<file path="src/rtl/sreg_wb_arbiter.sv">
// sreg_wb_arbiter
// Shares the scalar register file write port among NUM_REQ writeback requesters.
// Round-robin valid/ready arbitration feeds a one-cycle registered write stage.
// A per-register busy scoreboard is set at issue and cleared at writeback. It
// drives the RAW/WAW hazard queries.
// Optional feature: define SREG_WB_FWD_EN to forward the value being written this
// cycle to rs1/rs2 consumers. The busy flag for that source is then masked.
// Without the macro the forward outputs are tied to zero.
module sreg_wb_arbiter #(
    parameter int DATA_WIDTH = 32,
    parameter int NUM_REQ    = 3,
    parameter int REG_COUNT  = 32
) (
    input  logic                                clk,
    input  logic                                rst_n,
    input  logic [NUM_REQ-1:0]                  req_valid_i,
    output logic [NUM_REQ-1:0]                  req_ready_o,
    input  logic [NUM_REQ-1:0][4:0]             req_rd_addr_i,
    input  logic [NUM_REQ-1:0][DATA_WIDTH-1:0]  req_data_i,
    output logic [4:0]                          rd_addr_o,
    output logic [DATA_WIDTH-1:0]               rd_data_o,
    output logic                                reg_write_en_o,
    input  logic                                issue_valid_i,
    input  logic [4:0]                          issue_rd_i,
    input  logic [4:0]                          rs1_addr_i,
    input  logic [4:0]                          rs2_addr_i,
    output logic                                rs1_busy_o,
    output logic                                rs2_busy_o,
    output logic                                rd_busy_o,
    output logic [DATA_WIDTH-1:0]               rs1_fwd_data_o,
    output logic [DATA_WIDTH-1:0]               rs2_fwd_data_o
);

    localparam int PTR_W = $clog2(NUM_REQ);

    logic [PTR_W-1:0]      ptr_q;
    logic [PTR_W-1:0]      ptr_d;
    logic [PTR_W-1:0]      cand_idx;
    logic [PTR_W-1:0]      grant_idx;
    logic                  grant_any;
    logic [NUM_REQ-1:0]    grant_oh;
    logic [4:0]            sel_addr;
    logic [DATA_WIDTH-1:0] sel_data;
    logic [REG_COUNT-1:0]  busy_q;
    logic [REG_COUNT-1:0]  busy_d;
    logic                  rs1_sb_busy;
    logic                  rs2_sb_busy;

    // Ring index (base + k) mod NUM_REQ, with k < NUM_REQ.
    function automatic logic [PTR_W-1:0] ring_add(input logic [PTR_W-1:0] base, input int k);
        int s;
        s = int'(base) + k;
        if (s >= NUM_REQ) begin
            s = s - NUM_REQ;
        end
        return PTR_W'(s);
    endfunction

    // Scoreboard lookup. x0 and registers beyond REG_COUNT are never busy.
    function automatic logic sb_lookup(input logic [REG_COUNT-1:0] b, input logic [4:0] addr);
        logic hit;
        hit = 1'b0;
        for (int r = 1; r < REG_COUNT; r++) begin
            if (5'(r) == addr) begin
                hit = b[r];
            end
        end
        return hit;
    endfunction

    // Round-robin scan from the pointer upward with wrap; the first valid requester wins.
    always_comb begin
        grant_any = 1'b0;
        grant_idx = '0;
        cand_idx  = '0;
        grant_oh  = '0;
        for (int k = 0; k < NUM_REQ; k++) begin
            cand_idx = ring_add(ptr_q, k);
            if (!grant_any && req_valid_i[cand_idx]) begin
                grant_any = 1'b1;
                grant_idx = cand_idx;
            end
        end
        if (grant_any) begin
            grant_oh[grant_idx] = 1'b1;
        end
    end

    // The write stage drains every cycle, so any grant is a transfer.
    // Ready is gated low while reset is held.
    assign req_ready_o = rst_n ? grant_oh : '0;
    assign sel_addr    = req_rd_addr_i[grant_idx];
    assign sel_data    = req_data_i[grant_idx];

    // Next pointer: one past the transferring requester; held on idle cycles.
    always_comb begin
        ptr_d = ptr_q;
        if (grant_any) begin
            ptr_d = (grant_idx == PTR_W'(NUM_REQ - 1)) ? '0 : grant_idx + 1'b1;
        end
    end

    // Pointer register.
    always_ff @(posedge clk or negedge rst_n) begin
        if (!rst_n) begin
            ptr_q <= '0;
        end else begin
            ptr_q <= ptr_d;
        end
    end

    // Registered write stage. A write to x0 is accepted but not written.
    // The address and data outputs keep their last value when no write happens.
    always_ff @(posedge clk or negedge rst_n) begin
        if (!rst_n) begin
            reg_write_en_o <= 1'b0;
            rd_addr_o      <= '0;
            rd_data_o      <= '0;
        end else begin
            reg_write_en_o <= grant_any && (sel_addr != 5'd0);
            if (grant_any && (sel_addr != 5'd0)) begin
                rd_addr_o <= sel_addr;
                rd_data_o <= sel_data;
            end
        end
    end

    // Scoreboard next state. A new producer's set overrides a same-cycle writeback clear.
    always_comb begin
        busy_d = busy_q;
        busy_d[0] = 1'b0;
        for (int r = 1; r < REG_COUNT; r++) begin
            if (reg_write_en_o && (rd_addr_o == 5'(r))) begin
                busy_d[r] = 1'b0;
            end
            if (issue_valid_i && (issue_rd_i == 5'(r))) begin
                busy_d[r] = 1'b1;
            end
        end
    end

    // Scoreboard register.
    always_ff @(posedge clk or negedge rst_n) begin
        if (!rst_n) begin
            busy_q <= '0;
        end else begin
            busy_q <= busy_d;
        end
    end

    assign rs1_sb_busy = sb_lookup(busy_q, rs1_addr_i);
    assign rs2_sb_busy = sb_lookup(busy_q, rs2_addr_i);
    assign rd_busy_o   = sb_lookup(busy_q, issue_rd_i);

`ifdef SREG_WB_FWD_EN
    logic rs1_hit;
    logic rs2_hit;

    // A source matching the write in progress takes the value being written.
    always_comb begin
        rs1_hit        = reg_write_en_o && (rd_addr_o == rs1_addr_i) && (rs1_addr_i != 5'd0);
        rs2_hit        = reg_write_en_o && (rd_addr_o == rs2_addr_i) && (rs2_addr_i != 5'd0);
        rs1_busy_o     = rs1_sb_busy && !rs1_hit;
        rs2_busy_o     = rs2_sb_busy && !rs2_hit;
        rs1_fwd_data_o = rs1_hit ? rd_data_o : '0;
        rs2_fwd_data_o = rs2_hit ? rd_data_o : '0;
    end
`else
    // No bypass: the consumer waits until the regfile holds the value.
    always_comb begin
        rs1_busy_o     = rs1_sb_busy;
        rs2_busy_o     = rs2_sb_busy;
        rs1_fwd_data_o = '0;
        rs2_fwd_data_o = '0;
    end
`endif

endmodule

</file>
<file path="config.mk">
export PLATFORM = sky130hd
export DESIGN_NAME = sreg_wb_arbiter
export DESIGN_NICKNAME = d
export VERILOG_FILES = /design/src/rtl/sreg_wb_arbiter.sv
export SDC_FILE = /design/constraint.sdc
export NUM_CORES = 1
export LEC_CHECK = 0
export CORE_UTILIZATION = 47
export CTS_CLUSTER_SIZE = 14
export DETAILED_ROUTE_END_ITERATION = 6
export GPL_TIMING_DRIVEN = 0
export HOLD_SLACK_MARGIN = 0.05
export MAX_ROUTING_LAYER = met4
export PLACE_DENSITY = 0.95
export SLEW_MARGIN = 20
export SYNTH_ARGS = -nofsm -noshare
export SYNTH_HDL_FRONTEND = slang
export SYNTH_SLANG_ARGS = --single-unit
export TNS_END_PERCENT = 20
</file>
<file path="constraint.sdc">
create_clock -name clk -period 7.3 [get_ports clk]
set_clock_uncertainty 0.05 [all_clocks]
set_input_delay 0.73 -clock clk [delete_from_list [all_inputs] [get_ports clk]]
set_output_delay 0.73 -clock clk [all_outputs]
set_load 0.02 [all_outputs]
</file>
After elaboration in Yosys (flattened, before gate mapping)

Cells that the tools add are included.

Memory bits (read-only): 0
Memory bits (writable): 0
Register bits after elaboration: 71
Bits in latches: 0
Input bits: 132
Memories kept: 0
Output and inout port bits: 108

Bitwise gates (word level): 0
$lt $le $gt $ge: 8
Multiply operators: 0
Reduce and logical (&&, ||, !) cells: 100
Shifts and indexed selects: 0
Equality and inequality tests: 156
Add/sub/neg operators: 6
Muxes and demuxes: 179
Divide/modulo/power cells: 0

Operators by type and width:

| kind                                                                  | count |
|---|---|
| 5-bit equality test, first input constant                             | 48 |
| 1-bit 2-to-1 mux                                                      | 162 |
| 5-bit equality test, second input constant                            | 32 |
| 4-bit by 5-bit equality test with 1-bit output, first input constant  | 24 |
| 5-bit by 4-bit equality test with 1-bit output, second input constant | 16 |
| 1-bit logical AND                                                     | 66 |
| 32-bit binary-select mux with 2-bit select                            | 1 |
| 2-bit nonzero test                                                    | 31 |
| 3-bit by 5-bit equality test with 1-bit output, first input constant  | 12 |
| 5-bit by 3-bit equality test with 1-bit output, second input constant | 8 |
| 32-bit 2-to-1 mux                                                     | 1 |
| 2-bit by 5-bit equality test with 1-bit output, first input constant  | 6 |
| 5-bit by 2-bit equality test with 1-bit output, second input constant | 4 |
| 1-bit by 5-bit equality test with 1-bit output, first input constant  | 3 |
| 2-bit 2-to-1 mux                                                      | 7 |
| 2-bit by 3-bit < comparator with 1-bit output, second input constant  | 4 |
| 5-bit binary-select mux with 2-bit select                             | 1 |
| 5-bit by 1-bit equality test with 1-bit output, second input constant | 2 |
| 1-bit binary-select mux with 2-bit select                             | 3 |
| 3-bit by 2-bit >= comparator with 1-bit output, second input constant | 2 |
| 3-bit 2-to-1 mux                                                      | 2 |
| 2-bit subtractor, second input constant                               | 3 |
| 5-bit 2-to-1 mux                                                      | 1 |
| 5-bit nonzero test                                                    | 1 |
| 8 further kinds                                                       | 9 |

Longest topological paths before layout

Word-level depth: 32
Depth in mapped cells: 12
Mapped depth without buffers: 9

Worst setup path after synthesis

No wires, ideal clock.

Kind: register -> output
From: register ptr_q[0]
To: output port req_ready_o[0]
Slack: 3.971 ns
Arrival time: 2.549 ns
Stages on the path, launching flop included: 8
Required time: 6.520 ns
Path through: dfrtp_1 -> inv_1 -> ha_1 -> buf_6 -> maj3_1 -> a221oi_1 -> nand2_1 -> nor3_1

Word-level cells in the longest chain between the ends: 17

Ends and longest elaborated chain:

| what                                                                            | RTL line | source |
|---|---|---|
| from (decl)                                                                     | 36       | `logic [PTR_W-1:0] ptr_q;` |
| from (signal assigned)                                                          | 108      | `ptr_q <= ptr_d;` |
| branches (longest 15 deep; another with 2-bit by 1-bit adder with 3-bit output) | -        |  |
| 3-bit 2-to-1 mux (*)                                                            | 84       | `if (grant_any) begin` |
| 3-bit 2-to-1 mux (*)                                                            | 91       | `assign req_ready_o = rst_n ? grant_oh : '0;` |
| to (decl)                                                                       | 17       | `output logic [NUM_REQ-1:0] req_ready_o,` |

Mark *: on every way between the ends. The select of a mux whose other input is x is not followed.

Final worst setup path

From: input port req_valid_i[2]
To: output port req_ready_o[0]

Word-level cells in the longest chain between the ends: 15

Ends and longest elaborated chain:

| what                                                                                                                                         | RTL line | source |
|---|---|---|
| from (decl)                                                                                                                                  | 16       | `input logic [NUM_REQ-1:0] req_valid_i,` |
| 1-bit binary-select mux with 2-bit select                                                                                                    | 79       | `if (!grant_any && req_valid_i[cand_idx]) begin` |
| 1-bit 2-to-1 mux (implied by the code)                                                                                                       | 79       |  |
| 1-bit 2-to-1 mux                                                                                                                             | 79       |  |
| 1-bit logical NOT                                                                                                                            | 79       |  |
| 1-bit logical AND                                                                                                                            | 79       |  |
| 1-bit 2-to-1 mux                                                                                                                             | 79       |  |
| 1-bit logical NOT                                                                                                                            | 79       |  |
| 1-bit logical AND                                                                                                                            | 79       |  |
| 2-bit 2-to-1 mux                                                                                                                             | 79       |  |
| 2-bit by 3-bit < comparator with 1-bit output (implied by the code) / 2-bit by 1-bit >= comparator with 1-bit output (equally long branches) | 85       | `grant_oh[grant_idx] = 1'b1;` |
| 1-bit logical AND (implied by the code)                                                                                                      | 85       |  |
| 1-bit 2-to-1 mux (implied by the code)                                                                                                       | 85       |  |
| 1-bit demux with 2-bit select                                                                                                                | 85       |  |
| 3-bit 2-to-1 mux (*)                                                                                                                         | 84       |  |
| 3-bit 2-to-1 mux (*)                                                                                                                         | 91       |  |

Mark *: on every way between the ends. The rest lies on a longest branch, timed or not. The select of a mux whose other input is x is not followed.

==> summary.md <==
| Metric | Value |
|---|---|
| Total negative slack | 0 ns |
| CTS clock-pin slew for the worst setup and hold paths | 0.06 ns |
| Antenna violations before repair | 1 |
| DIE AREA | 12,170 sq um |
| Nets | 1,020 |
| Post-synthesis sequential area ratio | 32.23% |
| Grt ovf | 0 |
| Sink Count | 71 |
| P per Cell Area | 394.1 nW/um^2 |
| Post-CTS sizing | 0 |
| Relative slew slack | 25.07% |
| Slew Viols, Final | 0 |
| Clk root buf | clkbuf_16 |
| Via density | 5.765 |
| CP endpoint kind | primary output |
| Fraction of layout cells with a size suffix above 1 | 15.38% |
| Syn_area_per_cell | 8.587 sq um |
| Max-cap viol count | 0 |
| Post-CTS setup buffer count | 0 |
| Pre-antenna DRT Iters | 5 |
| Wirelength per Cell | 18.46 microns |
| Synth unique cells | 64 |
| Crit Path Class | input port to primary output |
| Number of enable flip-flop cells after synthesis | 0 |
| Port bufs | 169 |
| Cell leakage power | 3.511 nW |
| Gr usage total | 32.71% |
| Final Cell Area | 7961 sq um |
| Reg area | 1777 sq um |
| Asr flop ratio synth | 100.0% |
| Largest net degree at the start of global routing | 53 |
| Global-route wire length before repair | 29.24 mm |
| Hold Buf Count CTS | 0 |
| WL final | 19.11 mm |
| CTS HTree Levels | 3 |
| DRT antenna net count | 0 |
| DRT iter0 DRCs | 599 |
| Die height | 110.3 microns |
| Die Width | 110.3 microns |
| TritonCTS buffer count | 9 |
| Top_reg_cell synth | dfrtp_1 |
| Skew-Pair Late Insertion Delay | 0.33 ns |
| Class of the worst hold path | input port to async pin |
| Hold Violations, Final | 0 |
| Via count | 5,967 |
| Final Critical Period | 4.746 ns |
| Crit-path max FO | 10 |
| Core area | 11,420 sq um |
| Most frequent cells in the layout | clkdlybuf4s50_1 (168), nand2_1 (94), o21ai_0 (87), dfrtp_1 (71), buf_4 (66) |
| Synth Instances | 642 |
| Vias in the first global route | 5,787 |
| Initial Utilization | 48.28% |
| TritonCTS clock tree | built |
| Top Ports | 240 |
| Post-DP HPWL | 14.60 mm |
| FP Rows | 39 |
| Unrepaired setup endpoints after global routing | no |
| Global placer's final weighted congestion | 0.9648 |
| Multi-input logic area | 3259 sq um |
| Area grow syn2layout | 44.42% |
| Status | finished clean |
| Worst Tran Pin Value | 1.124 ns |
| WHS | 0.2401 ns |
| Seq cells post-synth | 71 |
| Fin crit share | 65.01% |
| Cell Area, Placed | 7645 sq um |
| Filler instances | 865 |
| DRC Markers | 0 |
| Crit start category | input port |
| Post-Syn Area | 5513 sq um |
| Most common cell after layout, fill and taps aside | clkdlybuf4s50_1 |
| Critical Path AT | 3.97 ns |
| Yosys warns | 0 |
| Worst-case clock buffer depth | 2 |
| Max Clock Freq | 0.2107 GHz |
| CP required | 6.52 ns |
| Final setup fails | 0 |
| Maximum vdd drop | 0.3162 mV |
| Reg2reg path depth | 12 |
stage by stage:
| stage | power [mW] | setup slack [ns] | util [%] | std cells |
|---|---|---|---|---|
| global placement | 2.566 | 1.381 | 66.73 | 1017 |
| detailed placement | 2.630 | 2.657 | 66.95 | 1018 |
| CTS | 3.115 | 2.614 | 69.70 | 1034 |
| floorplan | 1.982 | 3.971 | - | 705 |
| global route | 3.303 | 2.437 | 69.72 | 1035 |
| finish | 3.137 | 2.554 | 69.72 | 1035 |
area by class of cell:
type	instances	area share (%)
Antenna cell	1	0.03143
Buffer	103	8.392
Clock buffer	10	2.876
Clock inverter	6	1.069
Inverter	12	0.5658
Multi-Input combinational cell	519	40.94
Sequential cell	71	22.32
Tap cell	143	2.247
Timing Repair Buffer	170	21.56
sequential cells by signal, summed over array words and instances, names as in the netlist:
name            count
ptr_q               2
busy_q             31
reg_write_en_o      1
rd_data_o          32
rd_addr_o           5
routing by layer:
metal,GRT usage [%],vias up,share of wire (%),wire [microns]
met2,55.46,358,50,9613
met5,-,-,0,0
met3,6.937,70,8.9,1709
met1,36.02,2846,36,6905
li1,-,2693,-,-
met4,17.39,0,4.6,881
cells by family (layout without fill, tap and decap cells):
kind of cell | count (synthesis) | in the layout | synth area share [%]
buffers and inverters | 115 | 301 | 12.94
muxes | 50 | 50 | 12.96
AOI/OAI and AO/OA | 206 | 206 | 24.29
adders and majority gates | 3 | 3 | 0.6354
other | 1 | 65 | 0.06802
DFF | 71 | 71 | 32.23
and+or+nand+nor | 196 | 196 | 16.89
worst max-delay path, stage by stage:
cell	delay, ns
clkdlybuf4s50_1	0.52
nor2_1	0.10
maj3_1	0.38
a221oi_1	0.93
nand2_1	0.35
nor3_1	0.29
clkdlybuf4s50_1	0.67
cell usage after synthesis (all sizes together), types with 3 or more instances:
master	count	area (sq um)
a21boi	3	22.52
a21oi	19	106.4
a221o	4	40.04
a221oi	4	35.03
a22o	4	35.03
a22oi	35	262.8
a31oi	6	37.54
and3	3	18.77
buf	71	548.0
clkbuf	32	120.1
dfrtp	71	1777
inv	12	45.04
mux2	37	521.8
mux2i	8	80.08
mux4	5	112.6
nand2	94	352.8
nand2b	15	93.84
nand3	12	60.06
nand3b	5	37.54
nand4b	3	26.28
nor2	27	103.9
nor2b	13	81.33
nor3	12	71.32
o211ai	5	37.54
o21ai	89	445.4
o221ai	4	35.03
o22ai	5	31.28
o31ai	6	58.81
where the power goes:
part / internal (mW) / total, mW / switching [mW]
combinational: 0.905 / 1.84 / 0.935
clock: 0.298 / 0.464 / 0.166
sequential: 0.602 / 0.832 / 0.230
total: 1.81 / 3.14 / 1.33
path summary, 6_finish.rpt:
path | slack [ns] | start | endpoint
setup / recovery | 2.55 | req_valid_i[2] | req_ready_o[0]
hold / removal | 0.24 | rst_n | busy_q[28]
setup reg to reg | 4.11 | ptr_q[0] | rd_data_o[17]
hold reg to reg | 0.46 | rd_data_o[31] | rd_data_o[31]
max in group asynchronous | 6.40 | rst_n | busy_q[2]
min in group clk | 0.46 | rd_data_o[31] | rd_data_o[31]
No activity file was read; power rests on OpenSTA's default activity.
